### src/rtl/gif_seq_if.sv
// -----------------------------------------------------------------------------
// gif_seq_if
// Bundles the raster position, playback commands and frame-selection outputs
// exchanged between the display controller and the GIF frame sequencer.
//
//   h_cnt, v_cnt   raster horizontal / vertical counters (11 bits each)
//   play, pause,   1-cycle command pulses
//   stop, step
//   speed          display frames per GIF frame, minus 1
//   frame_idx      current frame number (IDX_W bits)
//   frame_base     ROM base address of the current frame (ADDR_W bits)
//   frame_tick     1-cycle pulse when frame_idx/frame_base change
//   playing        high while the sequencer is in PLAY
//
// Modports: master = display controller side, slave = sequencer side.
// -----------------------------------------------------------------------------
interface gif_seq_if #(
   parameter int IDX_W  = 4,
   parameter int ADDR_W = 19
);
   logic [10:0]       h_cnt;
   logic [10:0]       v_cnt;
   logic              play;
   logic              pause;
   logic              stop;
   logic              step;
   logic [3:0]        speed;
   logic [IDX_W-1:0]  frame_idx;
   logic [ADDR_W-1:0] frame_base;
   logic              frame_tick;
   logic              playing;

   modport master (
      output h_cnt, v_cnt, play, pause, stop, step, speed,
      input  frame_idx, frame_base, frame_tick, playing
   );

   modport slave (
      input  h_cnt, v_cnt, play, pause, stop, step, speed,
      output frame_idx, frame_base, frame_tick, playing
   );
endinterface

### src/rtl/gif_frame_sequencer.sv
// -----------------------------------------------------------------------------
// gif_frame_sequencer
// Selects which stored GIF frame the image ROM serves by producing the frame
// base address added to the per-pixel offset by the display datapath. Frame
// changes are applied only at raster start-of-frame (h_cnt==0 && v_cnt==0),
// so a frame never switches partway through the scan.
//
// Ports:
//   clk    pixel clock (same clock as the raster counters)
//   rst_n  asynchronous active-low reset
//   bus    gif_seq_if.slave: raster counters, play/pause/stop/step pulses,
//          speed divider in; frame_idx, frame_base, frame_tick, playing out
//
// Optional feature: define GIF_PINGPONG_EN to bounce between the first and
// last frame (0,1,..,N-1,N-2,..,0,1,..) instead of wrapping to frame 0.
// -----------------------------------------------------------------------------
module gif_frame_sequencer #(
   parameter int NUM_FRAMES  = 4,
   parameter int FRAME_WORDS = 57280,
   parameter int ADDR_W      = 19,
   parameter int IDX_W       = 4,
   parameter int AUTOPLAY    = 1
) (
   input  logic     clk,
   input  logic     rst_n,
   gif_seq_if.slave bus
);

   typedef enum logic [1:0] {
      ST_STOP  = 2'd0,
      ST_PLAY  = 2'd1,
      ST_PAUSE = 2'd2
   } state_t;

   localparam state_t            RST_STATE   = (AUTOPLAY != 0) ? ST_PLAY : ST_STOP;
   localparam logic              RST_PLAYING = (AUTOPLAY != 0);
   localparam logic [IDX_W-1:0]  LAST_IDX    = IDX_W'(NUM_FRAMES - 1);
   localparam logic [IDX_W-1:0]  IDX_ONE     = IDX_W'(1);
   localparam logic [ADDR_W-1:0] FW          = ADDR_W'(FRAME_WORDS);

   state_t            state;
   logic              playing_r;
   logic [IDX_W-1:0]  frame_idx_r;
   logic [ADDR_W-1:0] frame_base_r;
   logic              frame_tick_r;
   logic [3:0]        div_cnt;
   logic              step_pend;
   logic              zero_pend;

   logic              sof;
   logic              adv_en;
   logic              zero_en;
   logic [IDX_W-1:0]  adv_idx;
   logic [ADDR_W-1:0] adv_base;

   assign sof = (bus.h_cnt == 11'd0) && (bus.v_cnt == 11'd0);

   // An advance happens at sof either when the divider has expired in PLAY or
   // when a step is pending in PAUSE; a pending zero is honoured only in STOP.
   assign adv_en  = sof && (((state == ST_PLAY) && (div_cnt >= bus.speed)) ||
                            ((state == ST_PAUSE) && step_pend));
   assign zero_en = sof && (state == ST_STOP) && zero_pend;

`ifdef GIF_PINGPONG_EN
   logic dir;      // 0 = forward, 1 = backward
   logic adv_dir;

   // Next frame when bouncing; base tracks idx by adding/subtracting one
   // frame's worth of words so no multiplier is needed.
   always_comb begin
      adv_idx  = frame_idx_r;
      adv_base = frame_base_r;
      adv_dir  = dir;
      if (NUM_FRAMES == 1) begin
         adv_idx  = '0;
         adv_base = '0;
         adv_dir  = 1'b0;
      end else if (!dir) begin
         if (frame_idx_r == LAST_IDX) begin
            adv_dir  = 1'b1;
            adv_idx  = frame_idx_r - IDX_ONE;
            adv_base = frame_base_r - FW;
         end else begin
            adv_idx  = frame_idx_r + IDX_ONE;
            adv_base = frame_base_r + FW;
         end
      end else begin
         if (frame_idx_r == '0) begin
            adv_dir  = 1'b0;
            adv_idx  = IDX_ONE;
            adv_base = FW;
         end else begin
            adv_idx  = frame_idx_r - IDX_ONE;
            adv_base = frame_base_r - FW;
         end
      end
   end

   always_ff @(posedge clk or negedge rst_n) begin
      if (!rst_n) begin
         dir <= 1'b0;
      end else if (zero_en) begin
         dir <= 1'b0;
      end else if (adv_en) begin
         dir <= adv_dir;
      end
   end
`else
   // Next frame when wrapping: last frame returns to frame 0 / base 0.
   always_comb begin
      adv_idx  = frame_idx_r;
      adv_base = frame_base_r;
      if (frame_idx_r == LAST_IDX) begin
         adv_idx  = '0;
         adv_base = '0;
      end else begin
         adv_idx  = frame_idx_r + IDX_ONE;
         adv_base = frame_base_r + FW;
      end
   end
`endif

   always_ff @(posedge clk or negedge rst_n) begin
      if (!rst_n) begin
         state        <= RST_STATE;
         playing_r    <= RST_PLAYING;
         frame_idx_r  <= '0;
         frame_base_r <= '0;
         frame_tick_r <= 1'b0;
         div_cnt      <= '0;
         step_pend    <= 1'b0;
         zero_pend    <= 1'b0;
      end else begin
         frame_tick_r <= 1'b0;

         // Frame update, applied only at start-of-frame.
         if (adv_en) begin
            frame_idx_r  <= adv_idx;
            frame_base_r <= adv_base;
            frame_tick_r <= 1'b1;
         end

         if (zero_en) begin
            frame_idx_r  <= '0;
            frame_base_r <= '0;
            frame_tick_r <= (frame_idx_r != '0);
            zero_pend    <= 1'b0;
         end

         // Divider runs only in PLAY; a step in PAUSE leaves it untouched.
         if (sof && (state == ST_PLAY)) begin
            if (adv_en) begin
               div_cnt <= '0;
            end else begin
               div_cnt <= div_cnt + 4'd1;
            end
         end else if (zero_en) begin
            div_cnt <= '0;
         end

         // A step consumed at this sof is cleared; a new step arriving now
         // (even in the sof cycle) is held for the following frame.
         if (sof && (state == ST_PAUSE) && step_pend) begin
            step_pend <= 1'b0;
         end
         if ((state == ST_PAUSE) && bus.step) begin
            step_pend <= 1'b1;
         end

         // Commands, priority stop > pause > play; only the top one acts.
         if (bus.stop) begin
            state     <= ST_STOP;
            playing_r <= 1'b0;
            zero_pend <= 1'b1;
            step_pend <= 1'b0;
         end else if (bus.pause) begin
            if (state == ST_PLAY) begin
               state     <= ST_PAUSE;
               playing_r <= 1'b0;
            end else if (state == ST_PAUSE) begin
               state     <= ST_PLAY;
               playing_r <= 1'b1;
               step_pend <= 1'b0;
            end
         end else if (bus.play) begin
            if (state != ST_PLAY) begin
               state     <= ST_PLAY;
               playing_r <= 1'b1;
               step_pend <= 1'b0;
            end
         end
      end
   end

   assign bus.frame_idx  = frame_idx_r;
   assign bus.frame_base = frame_base_r;
   assign bus.frame_tick = frame_tick_r;
   assign bus.playing    = playing_r;

endmodule

### src/flat_wrapper.sv
// flat-port wrapper written by rule: the top's interface ports become plain ports
module gif_frame_sequencer_flat 
#(
   parameter int NUM_FRAMES  = 4,
   parameter int FRAME_WORDS = 57280,
   parameter int ADDR_W      = 19,
   parameter int IDX_W       = 4,
   parameter int AUTOPLAY    = 1
)
  (clk, rst_n, bus_h_cnt, bus_v_cnt, bus_play, bus_pause, bus_stop, bus_step, bus_speed, bus_frame_idx, bus_frame_base, bus_frame_tick, bus_playing);
  gif_seq_if #(.IDX_W(IDX_W), .ADDR_W(ADDR_W)) bus_i ();
  input  logic clk;
  input  logic rst_n;
  input wire logic [$bits(bus_i.h_cnt)-1:0] bus_h_cnt;
  input wire logic [$bits(bus_i.v_cnt)-1:0] bus_v_cnt;
  input wire logic [$bits(bus_i.play)-1:0] bus_play;
  input wire logic [$bits(bus_i.pause)-1:0] bus_pause;
  input wire logic [$bits(bus_i.stop)-1:0] bus_stop;
  input wire logic [$bits(bus_i.step)-1:0] bus_step;
  input wire logic [$bits(bus_i.speed)-1:0] bus_speed;
  output wire logic [$bits(bus_i.frame_idx)-1:0] bus_frame_idx;
  output wire logic [$bits(bus_i.frame_base)-1:0] bus_frame_base;
  output wire logic [$bits(bus_i.frame_tick)-1:0] bus_frame_tick;
  output wire logic [$bits(bus_i.playing)-1:0] bus_playing;
  assign bus_i.h_cnt = bus_h_cnt;
  assign bus_i.v_cnt = bus_v_cnt;
  assign bus_i.play = bus_play;
  assign bus_i.pause = bus_pause;
  assign bus_i.stop = bus_stop;
  assign bus_i.step = bus_step;
  assign bus_i.speed = bus_speed;
  assign bus_frame_idx = bus_i.frame_idx;
  assign bus_frame_base = bus_i.frame_base;
  assign bus_frame_tick = bus_i.frame_tick;
  assign bus_playing = bus_i.playing;
  gif_frame_sequencer #(.NUM_FRAMES(NUM_FRAMES), .FRAME_WORDS(FRAME_WORDS), .ADDR_W(ADDR_W), .IDX_W(IDX_W), .AUTOPLAY(AUTOPLAY)) u_core (.clk(clk), .rst_n(rst_n), .bus(bus_i));
endmodule
### config.mk
export PLATFORM = sky130hd
export DESIGN_NAME = gif_frame_sequencer_flat
export DESIGN_NICKNAME = d
export VERILOG_FILES = /design/src/rtl/gif_seq_if.sv /design/src/rtl/gif_frame_sequencer.sv /design/src/flat_wrapper.sv
export SDC_FILE = /design/constraint.sdc
export NUM_CORES = 1
export LEC_CHECK = 0
export CORE_UTILIZATION = 41
export CTS_CLUSTER_DIAMETER = 40
export DETAILED_ROUTE_END_ITERATION = 10
export GPL_ROUTABILITY_DRIVEN = 0
export GPL_TIMING_DRIVEN = 0
export PLACE_DENSITY = 0.82
export SETUP_SLACK_MARGIN = 0.2
export SLEW_MARGIN = 20
export SYNTH_ARGS = -nofsm -noshare
export SYNTH_HDL_FRONTEND = slang
export SYNTH_SLANG_ARGS = --single-unit
### constraint.sdc
create_clock -name clk -period 1.9 [get_ports clk]
set_input_delay 0.57 -clock clk [delete_from_list [all_inputs] [get_ports clk]]
set_output_delay 0.57 -clock clk [all_outputs]
set_load 0.02 [all_outputs]
# After elaboration in Yosys (flattened, before gate mapping)
# Cells that the tools add are included.
# op_classes
n_reduce_logical	21
n_lt_le_gt_ge	1
addsub	3
eq_ne	5
n_mux	33
# ops
operator	count
$mux W19	3
$mux W4	6
$logic_not A11 Y1	2
$add A19 B16 Y19 const B	1
$mux W1	18
$mux W2	6
$logic_and A1 B1 Y1	10
$add A4 B1 Y4 const B	2
$reduce_bool A2 Y1	3
$reduce_bool A3 Y1	2
$eq A4 B2 Y1 const B	1
$ge A4 B4 Y1	1
$ne A4 B1 Y1 const B	1
$reduce_bool A4 Y1	1
$reduce_and A3 Y1	1
$eq A2 B1 Y1 const B	1
$eq A2 B2 Y1 const B	1
$logic_not A2 Y1	1
$ne A2 B1 Y1 const B	1
$logic_or A1 B1 Y1	1
# totals
in_bits	32
elab_cells	71
output_inout_bits	25
register_bits	33

# Logic depth before layout (Yosys ltp)
# Gate-level depths: netlist of run 1.
# logic_depth
ltp_word	10
ltp_mapped	8
ltp_nobuf	7

# Least setup slack after synthesis of run 1
# No wires, ideal clock.
# synth_path
path_type	input -> register
from	in bus_speed[2]
to	reg u_core.frame_base_r[11] (netlist: u_core.bus.frame_base[11])
n_path_buf	1
setup_ps	82
arrival_time_ps	2049
path_slack_ps	-231
t_required_ps	1818
path_stages	8
path_cell_list	inv_1 ha_1 a21o_1 a31o_2 a31oi_1 a21oi_1 clkbuf_1 a31oi_1
# synth_between
elab_chain_cells	5
# synth_lines
element	line_no	rtl
start, declared	flat_wrapper.sv:20	input wire logic [$bits(bus_i.speed)-1:0] bus_speed;
$ge A4 B4 Y1	gif_frame_sequencer.sv:60	assign adv_en = sof && (((state == ST_PLAY) && (div_cnt >= bus.speed)) ||
$logic_and A1 B1 Y1	gif_frame_sequencer.sv:60	
$logic_or A1 B1 Y1	gif_frame_sequencer.sv:60	
$logic_and A1 B1 Y1	gif_frame_sequencer.sv:60	
$reduce_bool A2 Y1 (no line)	n/a	
end signal, assigned	gif_frame_sequencer.sv:139	frame_base_r <= adv_base;
end, declared	gif_frame_sequencer.sv:44	logic [ADDR_W-1:0] frame_base_r;
# No other way between the ends.
# A chain may end at the register's enable or synchronous reset.

# Worst setup path in the final report of run 1
# layout_path
from	reg u_core.state[0]
to	reg u_core.frame_base_r[15] (netlist: u_core.bus.frame_base[15])
# layout_between
elab_chain_cells	5
word_cells_on_any_way	11
classes_between	eq/ne: 2; mux: 1; reduce/logical: 8
# layout_lines
element	line_no	rtl
start, declared	gif_frame_sequencer.sv:41	state_t state;
start signal, assigned	gif_frame_sequencer.sv:125	state <= RST_STATE;
start signal, assigned	gif_frame_sequencer.sv:172	state <= ST_STOP;
start signal, assigned	gif_frame_sequencer.sv:178	state <= ST_PAUSE;
$eq A2 B1 Y1 / $eq A2 B2 Y1 (equally long branches)	gif_frame_sequencer.sv:60, gif_frame_sequencer.sv:61	
$logic_and A1 B1 Y1 (on tied branches)	gif_frame_sequencer.sv:60, gif_frame_sequencer.sv:61	
$logic_or A1 B1 Y1	gif_frame_sequencer.sv:60	
$logic_and A1 B1 Y1	gif_frame_sequencer.sv:60	
$reduce_bool A2 Y1 (no line)	n/a	
# Several ways; a longest one is shown, not always the timed one.

==> results.json, run 1 <==
{
  "fin_crit_sh_pct": 104,
  "yosysTopAreaCellShare_pct": 37.0,
  "grt_usage_pct": 28.1,
  "drt-initial-drc-count": 256,
  "synth_xor_area_share_pct": 1.55,
  "ant_nets": 0,
  "initial_core_util_pct": 44.6,
  "worstPathMaxFanout": 5,
  "path_buf_inv": 1,
  "setup_tns_ns": -0.241,
  "timing.final.ws_setup_ns": -0.0703,
  "path_class": "reg2reg",
  "yosys_register_bits": 26,
  "total_power_uw": 1240,
  "slowest_delay_ns": 0.58,
  "clock_skew_ns": 0.00300,
  "hp-class": "in2async",
  "cts.sinks": 26,
  "dp.cells": 288,
  "io_buffers": 50,
  "grt_max_degree": 27,
  "regArea_um2": 658,
  "grt_pass1_vias": 1930,
  "drive_gt1_share_pct": 53.7,
  "chipHeight_um": 66.3,
  "post-route-util_pct": 83.5,
  "die_area_um2": 4390,
  "drt_pass1_iterations": 4,
  "synth-compound-area-share_pct": 23.1,
  "drc": 0,
  "fmax_ghz": 0.508,
  "worst_slew_pin_slew_ns": 0.623,
  "syn_area_um2": 1690,
  "synth-edff-count": 0,
  "r2r-start": "u_core.state[0]$_DFFE_PN1P_",
  "vias_per_cell": 6.20,
  "powerDensity_nw_per_um2": 392,
  "critPathSlowestCell": "dfstp_2",
  "rows": 22,
  "r2r_slack_ns": -0.07,
  "nNetsFinal": 329,
  "dr_total_vias": 2064,
  "synth_commonest_cells": "25 x dfrtp_1, 20 x a31oi_1, 14 x inv_1",
  "violations": "setup timing",
  "cts_max_path_buffers": 2,
  "netlist_instances": 185,
  "core_um2": 3800,
  "ctsHtreeMaxLevel": 1,
  "nFillCells": 189,
  "end_kind": "flop",
  "ir_worst_vdd_mv": 0.266,
  "required_ns": 2.10,
  "die_width_um": 66.3,
  "routed_wl_mm": 6.70,
  "slew_headroom_pct": 58.5,
  "yosysWarnings": 0,
  "clock-root-buffer": "clkbuf_8",
  "setup.worst_path.start": "u_core.state[0]$_DFFE_PN1P_",
  "leakage_uw": 0.00138,
  "area_growth_pct": 87.4,
  "dp_hpwl_mm": 3.02,
  "maxCapViolCount": 0,
  "hold_viol": 0,
  "yosysTopAreaCell": "dfrtp_1",
  "wl_per_cell_um": 20.1,
  "crit_family": "simple AND/OR/NAND/NOR gates",
  "cts_buffers": 3,
  "setup_viol": 7,
  "crit_arrival_ns": 2.17,
  "cts_tree": "yes",
  "crit_path_start_kind": "flop",
  "synth_adder_area_share_pct": 8.13,
  "muxShareOfSynthArea_pct": 0,
  "synth.yosys.seq_area_share_pct": 38.5,
  "grt_antenna_before_repair": 0,
  "synth.most_common_cell": "dfrtp_1",
  "grt_pass1_wl_mm": 9.21,
  "status": "complete, but fails checks",
  "ys_dominant_reg_cell": "dfrtp_1",
  "gr-total-overflow": 0,
  "path_cells": "inv_1, ha_1, nand2_2, nor4b_4, or3b_1, a31oi_1",
  "dp_worst_setup_slack_ns": -0.891,
  "clk_latency_ns": 0.28,
  "post_synth_main_area_contributors": "dfrtp_1 37%, ha_1 8.1%, a31oi_1 7.4%",
  "ys_types": 45,
  "synthArstFlopShare_pct": 100,
  "avgSynthCellArea_um2": 9.15,
  "finalMaxSlewViolations": 0,
  "ios": 57,
  "path_clk_slew_ns": 0.09,
  "multi_input_area_um2": 1440,
  "num_antenna_cells": 0,
  "yosys.area_share.simple_pct": 21.7,
  "fin_cells": 333,
  "synth_top_family_by_area": "compound AO/OA/AOI/OAI gates",
  "period_needed_ns": 1.97,
  "rsz0062_at_grt": "true"
}
-- final timing paths --
path / depth (start not counted) / end
worst max-delay path: 6 / u_core.bus.frame_base[15]$_DFFE_PN0P_
worst min-delay path: 1 / u_core.step_pend$_DFF_PN0_
worst max register to register: 6 / u_core.bus.frame_base[15]$_DFFE_PN0P_
worst min register to register: 1 / u_core.bus.frame_base[18]$_DFFE_PN0P_
max in group asynchronous: 1 / u_core.bus.frame_base[14]$_DFFE_PN0P_
min in group clk: 1 / u_core.bus.frame_base[18]$_DFFE_PN0P_
-- what timing repair did --
action,in CTS,in global routing
buffers inserted,21,16
gates cloned,4,0
resized for setup,158,38
pin swaps,41,21
hold endpoints to repair,0,0
endpoints found under the setup margin,43,31
hold buffers,0,0
-- state kept, by name (all words and copies together), names as in the netlist --
name / count
u_core.step_pend: 1
u_core.bus.frame_idx: 4
u_core.div_cnt: 4
u_core.bus.frame_tick: 1
u_core.bus.frame_base: 13
u_core.zero_pend: 1
u_core.state: 2
-- report_power, final --
part	switching, µW	internal (µW)
Sequential	6.22	561
Combinational	155	141
Clock	192	186
Total	353	889
-- per-stage QoR --
stage / hold slack (ns) / area, µm²
2_1_floorplan: 0.274 / 1900
3_3_place_gp: 0.486 / 2460
3_5_place_dp: 0.497 / 2450
4_1_cts: 0.301 / 2900
5_1_grt: 0.325 / 3170
6_report: 0.290 / 3170
-- cell usage in the layout (no fill, tap or decap), types with 4 or more instances in the layout --
master	n
clkdlybuf4s50_1	4
nor2_1	6
ha_4	5
a31oi_4	4
nor4_4	4
nand3_1	4
buf_4	35
ha_1	4
clkbuf_8	6
conb_1	6
a21oi_1	7
nand2_1	5
inv_1	8
dlygate4sd2_1	20
dfrtp_2	5
nand3_2	6
a31oi_1	14
buf_6	15
o2bb2ai_2	4
buf_2	10
dfrtp_1	20
clkdlybuf4s15_1	6
inv_2	6
-- cell families after synthesis --
family,count (synthesis)
compound gates,60
simple gates,60
flops,26
buf+inv,24
fa+ha+maj,11
xor+xnor,3
other cells,1
-- metal layers --
metal	vias to the layer above	GRT usage (%)	share of wire, %
li1	892	-	-
met1	999	33.9	39
met2	144	46.3	48
met3	29	6.55	8.5
met4	0	14.6	4.1
met5	-	0	0
-- cell type report --
type,instances,area share (%)
flip-flops and latches,26,20.7
clock buffers,4,1.74
repair buffers,91,25.2
well taps,48,1.89
inverters,14,1.66
multi-input cells,140,45.3
plain buffers,10,3.47
Note: power is estimated with default switching activity, not from simulation.
==> inputs of run 2 (changes only) <==
--- a/config.mk
+++ b/config.mk
@@ -5,12 +5,13 @@
 export SDC_FILE = /design/constraint.sdc
 export NUM_CORES = 1
 export LEC_CHECK = 0
-export CORE_UTILIZATION = 41
+export CORE_UTILIZATION = 49
 export CTS_CLUSTER_DIAMETER = 40
 export DETAILED_ROUTE_END_ITERATION = 10
 export GPL_ROUTABILITY_DRIVEN = 0
 export GPL_TIMING_DRIVEN = 0
-export PLACE_DENSITY = 0.82
+export HOLD_SLACK_MARGIN = 0.15
+export PLACE_DENSITY = 0.91
 export SETUP_SLACK_MARGIN = 0.2
 export SLEW_MARGIN = 20
 export SYNTH_ARGS = -nofsm -noshare
==> constraint.sdc (replaced) <==
create_clock -name clk -period 2.4 [get_ports clk]
set_input_delay 0.72 -clock clk [delete_from_list [all_inputs] [get_ports clk]]
set_output_delay 0.72 -clock clk [all_outputs]
set_load 0.02 [all_outputs]
==> results.json, run 2 (synthesis results as in run 1) <==
{
  "status": "complete, no violations",
  "ir_worst_vdd_mv": 0.410,
  "clk_latency_ns": 0.34,
  "setup_tns_ns": 0,
  "cts_buffers": 3,
  "worst_slew_pin_slew_ns": 0.577,
  "maxCapViolCount": 0,
  "wl_per_cell_um": 17.8,
  "num_antenna_cells": 0,
  "worst_r2r_path_depth": 7,
  "dp_worst_setup_slack_ns": -0.523,
  "chipHeight_um": 60.8,
  "grt_pass1_vias": 1704,
  "ant_nets": 0,
  "end_kind": "flop",
  "required_ns": 2.66,
  "post-route-util_pct": 83.6,
  "hp-class": "in2async",
  "regArea_um2": 657,
  "period_needed_ns": 2.20,
  "grt_antenna_before_repair": 0,
  "crit_path_start_kind": "input port",
  "drc": 0,
  "timing.final.ws_setup_ns": 0.204,
  "drt-initial-drc-count": 174,
  "nFillCells": 180,
  "fin_crit_sh_pct": 91.5,
  "cts_max_path_buffers": 2,
  "grt_pass1_wl_mm": 7.58,
  "ios": 57,
  "io_buffers": 50,
  "fmax_ghz": 0.455,
  "clock-root-buffer": "clkbuf_4",
  "cts.sinks": 26,
  "powerDensity_nw_per_um2": 359,
  "clock_skew_ns": 0.0104,
  "rows": 20,
  "rsz0062_at_grt": "true",
  "largest_reg_flops": 13,
  "final_cell_mix": "22 x clkdlybuf4s50_1, 21 x dfrtp_1, 15 x buf_4",
  "core_um2": 3150,
  "hold_viol": 0,
  "routed_wl_mm": 5.28,
  "layout_commonest_cell": "clkdlybuf4s50_1",
  "nNetsFinal": 297,
  "setup_viol": 0,
  "path_clk_slew_ns": 0.15,
  "slew_headroom_pct": 61.6,
  "dp_hpwl_mm": 3.03,
  "gr-total-overflow": 0,
  "grt_usage_pct": 28.2,
  "die_width_um": 60.8,
  "finalMaxSlewViolations": 0,
  "total_power_uw": 946,
  "leakage_uw": 0.00124,
  "die_area_um2": 3690,
  "path_class": "in2reg",
  "grt_max_degree": 27,
  "worstPathMaxFanout": 7,
  "drive_gt1_share_pct": 25.7,
  "ctsHtreeMaxLevel": 1,
  "dr_total_vias": 1828,
  "multi_input_area_um2": 1170,
  "vias_per_cell": 6.15,
  "cts_tree": "yes",
  "crit_arrival_ns": 2.45,
  "drt_pass1_iterations": 5,
  "initial_core_util_pct": 53.7,
  "area_growth_pct": 55.7
}
## run 2: path summary, 6_finish.rpt
kind / startpoint / to / slack [ns]
max: bus_v_cnt[1] / u_core.bus.frame_base[11]$_DFFE_PN0P_ / 0.20
min: rst_n / u_core.bus.frame_base[16]$_DFFE_PN0P_ / 0.34
max reg2reg: u_core.bus.frame_base[7]$_DFFE_PN0P_ / u_core.bus.frame_base[16]$_DFFE_PN0P_ / 0.29
min reg2reg: u_core.bus.frame_base[17]$_DFFE_PN0P_ / u_core.bus.frame_base[17]$_DFFE_PN0P_ / 0.53
max in group asynchronous: rst_n / u_core.bus.frame_base[9]$_DFFE_PN0P_ / 1.63
min in group clk: u_core.bus.frame_base[17]$_DFFE_PN0P_ / u_core.bus.frame_base[17]$_DFFE_PN0P_ / 0.53
## run 2: metal layers
metal	track usage [%]	part of all wire [%]	wire, µm	vias to the layer above
met4	13.6	4.0	213	0
met3	4.69	7.1	377	18
li1	-	-	-	824
met1	34.9	38	2030	861
met5	0	0	0	-
met2	47.7	50	2660	125
## run 2: area by class of cell
type	count	area share [%]
Buffer	10	3.32
Multi-Input combinational cell	140	44.5
Timing Repair Buffer	59	21.2
Inverter	14	1.99
Clock inverter	1	1.14
Tap cell	44	2.09
Clock buffer	3	0.854
Sequential cell	26	24.9
## run 2: through the flow
stage               std cells  area [µm²]  hold slack (ns)
CTS                       296        2540            0.374
global route              297        2640            0.378
detailed placement        284        2320            0.496
global placement          284        2320            0.486
floorplan                 190        1770            0.424
finish                    297        2640            0.344
## run 2: repair_timing
| action | in CTS | in global routing |
|---|---|---|
| hold buffers | 0 | 0 |
| buffers inserted | 7 | 1 |
| endpoints found under the setup margin | 21 | 31 |
| cloned | 1 | 0 |
| pin swaps | 18 | 15 |
| gates resized for setup | 43 | 45 |
## run 2: critical path, stage by stage
cell	delay, ns
clkdlybuf4s50_1	0.40
nor2_1	0.19
nand3_2	0.20
nor4b_4	0.34
buf_4	0.24
o211ai_1	0.13
a31oi_1	0.23
## run 2: power by group
group          internal [µW]  leakage, µW  switching, µW
sequential               445     0.000321           3.98
clock                    169    0.0000279            139
combinational           88.0     0.000887            101
total                    702      0.00124            244
==> inputs of run 3 (changes only) <==
--- a/config.mk
+++ b/config.mk
@@ -10,7 +10,6 @@
 export DETAILED_ROUTE_END_ITERATION = 10
 export GPL_ROUTABILITY_DRIVEN = 0
 export GPL_TIMING_DRIVEN = 0
-export HOLD_SLACK_MARGIN = 0.15
 export PLACE_DENSITY = 0.91
 export SETUP_SLACK_MARGIN = 0.2
 export SLEW_MARGIN = 20
==> results of run 3 <==
No change in the layout: final DEF, timing and power equal those of run 2.
==> RTL edit 1 (config.mk and constraints of run 3) <==
Build with the macro `GIF_PINGPONG_EN` defined.
--- a/src/rtl/gif_frame_sequencer.sv
+++ b/src/rtl/gif_frame_sequencer.sv
@@ -15,4 +15,6 @@
 // last frame (0,1,..,N-1,N-2,..,0,1,..) instead of wrapping to frame 0.
 // -----------------------------------------------------------------------------
+`define GIF_PINGPONG_EN
+
 module gif_frame_sequencer #(
    parameter int NUM_FRAMES  = 4,
Formal check against the unedited RTL: not equivalent (a bounded check fails within 10 cycles, from zero or initial values and one cycle with rst_n low).
==> RTL edit 1 against run 3 <==
  * Area after synthesis increased by 26%
  * Worst setup slack got worse by 0.086 ns
  * Total power decreased by 5.5%
  * Register-to-register slack got worse by 0.12 ns
  * Design area increased by 16%
  * Sequential cell count increased by 1
  * Synthesized cell count increased by 46%
  * Wire length increased by 27%
  * Largest power group unchanged
==> RTL edit 1: results (changes against run 3) <==
- DP Wirelength: 4050 microns (+34%)
- Launch point of the critical path: bus_v_cnt[2]
- H-Tree Depth: 1 (unchanged)
- Worst r2r src: u_core.bus.frame_idx[1]
- Worst-Margin Slew: 0.672 ns (+0.0953 ns)
- Top cells by area, synth: dfrtp_1 (30%), ha_1 (7.6%), a21oi_1 (7.3%), o21ai_0 (5.4%), nand2_1 (5.1%)
- Synth cell count leaders: a21oi_1 (31), nand2_1 (29), dfrtp_1 (26)
- Clock Skew: 0.00211 ns (-0.00829 ns)
- Overall routing resource usage: 0.296 (+0.0140)
- Vias in the first global route: 2245 (+32%)
- Peak VDD IR: 237 uV (-42%)
- RR Endpoint: u_core.bus.frame_base[13]
- Via count: 2443 (+34%)
- CP arrival: 2.51 ns (+0.06 ns)
- CTS root buf: clkbuf_8
- Layout cells sized above 1: 0.279 (+0.0222)
- Largest net degree at the start of global routing: 28 (+3.7%)
- Post-route insts no fill: 394 (+33%)
- Initial DRC Count: 393 (+130%)
- Leakage power: 1.35 nW (+9.0%)
- Average wire per standard cell: 17.0 microns (-4.5%)
- Clk Latency, worst-skew pair: 0.30 ns (-0.04 ns)
- Sequential cell area fraction in the yosys report: 0.317 (-0.0681)
- CTS clk-pin slew, worst paths: 0.11 ns (-0.04 ns)
- Worst R2R Setup Slack: 0.17 ns (-0.12 ns)
- Crit-path max FO: 6 (-1)
- Final min period: 2.28 ns (+0.0861 ns)
- Placed inst area: 2740 sq um (+18%)
- Cell variety after synth: 50 (+11%)
- Fillcell total: 289 (+61%)
- Syn_area_per_cell: 7.91 sq um (-14%)
- Outcome: finished, final reports clean
- Inst Count DP: 375 (+32%)
- Max reg flops: 13 (unchanged)
- First-pass GRT wire length: 10300 microns (+36%)
- P_int: 0.643 mW (-8.4%)
- Pre-CTS WS: -0.716 ns (-0.194 ns)
==> RTL edit 1: cell types whose count changed after synthesis, sizes merged, moves of 6 or more <==
cell	delta
a21oi	+20
nand2	+18
a31oi	-17
o21ai	+15
clkbuf	+8
nor2	+7
nor3	+7
a211oi	+6
or4	+6
==> RTL edit 1: final cells by class <==
| type | count | share of cell area |
|---|---|---|
| multi-input cells | 213 | 0.484 |
| flip-flops and latches | 27 | 0.222 |
| repair buffers | 65 | 0.190 |
| plain buffers | 21 | 0.0499 |
| well taps | 50 | 0.0204 |
| inverters | 14 | 0.0172 |
| clock buffers | 3 | 0.0135 |
| clock inverters | 1 | 0.00245 |
==> RTL edit 1: logic make-up (layout without fill, tap and decap cells) <==
kind of cell	after synthesis	in the layout	share of synthesized area
buf+inv	35	104	0.0767
mux	1	1	0.00469
xor+xnor	1	1	0.00410
compound gates	89	89	0.256
flops	27	27	0.317
fa+ha+maj	13	13	0.0762
simple gates	103	103	0.264
other cells	1	6	0.00176
==> RTL edit 1: power groups by stage <==
stage / clock, mW / sequential, mW / combinational, mW
after floorplan: 0 / 0.477 / 0.0525
after global placement: 0 / 0.474 / 0.127
after detailed placement: 0 / 0.474 / 0.130
after CTS: 0.289 / 0.465 / 0.128
after global routing: 0.312 / 0.466 / 0.146
final: 0.297 / 0.465 / 0.132
==> RTL edit 1: metrics by stage <==
stage	utilization	TNS [ns]
detailed placement	0.670	-13.09
CTS	0.723	0
finish	0.749	0
global placement	0.671	-11.93
global route	0.749	0
floorplan	-	-0.151
==> RTL edit 1: worst max-delay path by stage <==
stage,to
floorplan,u_core.bus.frame_base[18]
global placement,u_core.bus.frame_base[8]
detailed placement,u_core.bus.frame_base[18]
CTS,u_core.bus.frame_base[18]
global route,u_core.bus.frame_base[17]
finish,u_core.bus.frame_base[18]
==> RTL edit 1: critical path: stages <==
cell and delay [ns]:
buf_6 0.09, or4_4 0.53, nor4_4 0.22, buf_4 0.19, nand2b_4 0.08, or4_4 0.52
a21oi_2 0.16
==> RTL edit 1: metal layers <==
layer | share of wire | global-route usage
met3 | 0.078 | 0.0650
met5 | 0 | 0
met1 | 0.38 | 0.362
met4 | 0.038 | 0.138
met2 | 0.50 | 0.490
==> RTL edit 1: repair_timing <==
item	CTS	global route
cloned	0	1
buffers inserted	13	1
resized for setup	94	36
pin swaps	21	8
endpoints found under the setup margin	25	25
==> RTL edit 2 (settings of run 3) <==
Made on the original files. One comparison of `frame_idx_r` changes from == to >=.
--- a/src/rtl/gif_frame_sequencer.sv
+++ b/src/rtl/gif_frame_sequencer.sv
@@ -111,5 +111,5 @@
       adv_idx  = frame_idx_r;
       adv_base = frame_base_r;
-      if (frame_idx_r == LAST_IDX) begin
+      if (frame_idx_r >= LAST_IDX) begin
          adv_idx  = '0;
          adv_base = '0;
Formal check against the unedited RTL: same outputs for any inputs over 10 cycles, from zero or initial values and one cycle with rst_n low; that may be too few to reach the edited logic, so the function may still have changed.
==> RTL edit 2 against run 3 <==
  * Sequential cell count unchanged
  * Via count fell by 13%
  * Worst setup slack gained 0.0025 ns
  * Design area shrank 7.5%
  * Sequential share of layout area increased by 1.9 points
  * Wire length decreased by 23%
  * Utilization shrank 6.3 points
  * Synthesized cell count down 4.9%
  * Final cell count down 5.1%
  * Area after synthesis fell by 0.15%
  * Register-to-register slack improved by 0.03 ns
  * Non-clock buffer count is 7 lower
  * Total power shrank 3.9%
  * Critical endpoint is now u_core.bus.frame_base[17]
  * Highest routed layer unchanged
==> RTL edit 2: results (changes against run 3) <==
- CP arrival: 2.42 ns (-0.03 ns)
- Wl on met1: 1740 microns (-14%)
- Vias per inst: 5.65 (-8.2%)
- Initial DRC Count: 39 (-78%)
- Worst R2R Setup Slack: 0.32 ns (+0.03 ns)
- Routed WL: 4050 microns (-23%)
- Worst path top cell family by delay: buffers and inverters
- Finished Cell Area: 2440 sq um (-7.5%)
- Placed inst area: 2260 sq um (-2.4%)
- Overall routing resource usage: 0.237 (-0.0446)
- Post-Synth Adder-Cell Area: 0.0814 (+0.000120)
- RR Endpoint: u_core.bus.frame_base[9]
- Clock Skew: 0.00660 ns (-0.00380 ns)
- Sequential cell area fraction in the yosys report: 0.386 (+0.000570)
- Syn_area_per_cell: 9.60 sq um (+5.0%)
- Slowest Stage Delay on Critical Path: 0.46 ns (+0.06 ns)
- Outcome: finished, final reports clean
- Routed met2 length: 2010 microns (-24%)
- Cell variety after synth: 49 (+8.9%)
- DR pass1 iterations: 4 (-1)
- Nets: 282 (-5.1%)
- DP Wirelength: 2840 microns (-6.4%)
- Synth cell count leaders: dfrtp_1 (25), inv_1 (17), nand2_1 (15)
- Met3 WL: 251 microns (-33%)
- Top cells by area, synth: dfrtp_1 (37%), ha_1 (8.1%), nor4_2 (4.4%), inv_1 (3.8%), nand2_1 (3.3%)
- Routing usage on met1: 0.304 (-0.0458)
- Layout cells sized above 1: 0.189 (-0.0678)
- Crit-path max FO: 6 (-1)
- XOR/XNOR share of the synthesized area: 0.0104 (-0.00516)
- Clk Latency, worst-skew pair: 0.32 ns (-0.02 ns)
- Worst r2r src: u_core.state[0]
- Mux share of post-synthesis cell area: 0.0118 (+0.0118)
- Peak VDD IR: 278 uV (-32%)
- Slew margin rel.: 0.618 (+0.00282)
==> RTL edit 2: power groups by stage <==
stage | registers (mW) | clock network (mW) | logic, mW
3_5_place_dp | 0.457 | 0 | 0.150
5_1_grt | 0.449 | 0.318 | 0.176
4_1_cts | 0.448 | 0.301 | 0.160
6_report | 0.448 | 0.299 | 0.162
3_3_place_gp | 0.457 | 0 | 0.147
2_1_floorplan | 0.459 | 0 | 0.0673
==> RTL edit 2: worst max path at each step <==
| stage | from | end | slack (ns) | cells past startpoint |
|---|---|---|---|---|
| global route | bus_h_cnt[4] | u_core.bus.frame_base[9] | 0.19 | 6 |
| floorplan | bus_speed[2] | u_core.bus.frame_base[17] | 0.21 | 8 |
| global placement | bus_speed[2] | u_core.bus.frame_base[17] | -0.40 | 8 |
| finish | bus_speed[3] | u_core.bus.frame_base[17] | 0.21 | 7 |
| CTS | bus_h_cnt[2] | u_core.bus.frame_base[9] | 0.20 | 6 |
| detailed placement | bus_speed[2] | u_core.bus.frame_base[9] | -0.45 | 8 |
==> RTL edit 2: final cells by class <==
cell class | count | area (sq um)
Inverter | 17 | 63.8
Timing Repair Buffer | 52 | 534
Clock inverter | 1 | 30.0
Buffer | 10 | 72.6
Clock buffer | 3 | 22.5
Fill cell | 224 | 714
Tap cell | 44 | 55.1
Sequential cell | 26 | 654
Multi-Input combinational cell | 129 | 1010
==> RTL edit 2: what timing repair did <==
action | in CTS | in global routing
pin swaps | 12 | 8
resized for setup | 20 | 14
buffers inserted | 2 | 0
endpoints found under the setup margin | 26 | 12
gates cloned | 1 | 0
==> RTL edit 2: cells by family after synthesis <==
family                   Yosys count
AND/OR/NAND/NOR                   63
AO/OA/AOI/OAI                     44
buffers and inverters             27
flip-flops                        26
adder cells (fa/ha/maj)           11
XOR/XNOR                           2
multiplexers                       2
other                              1
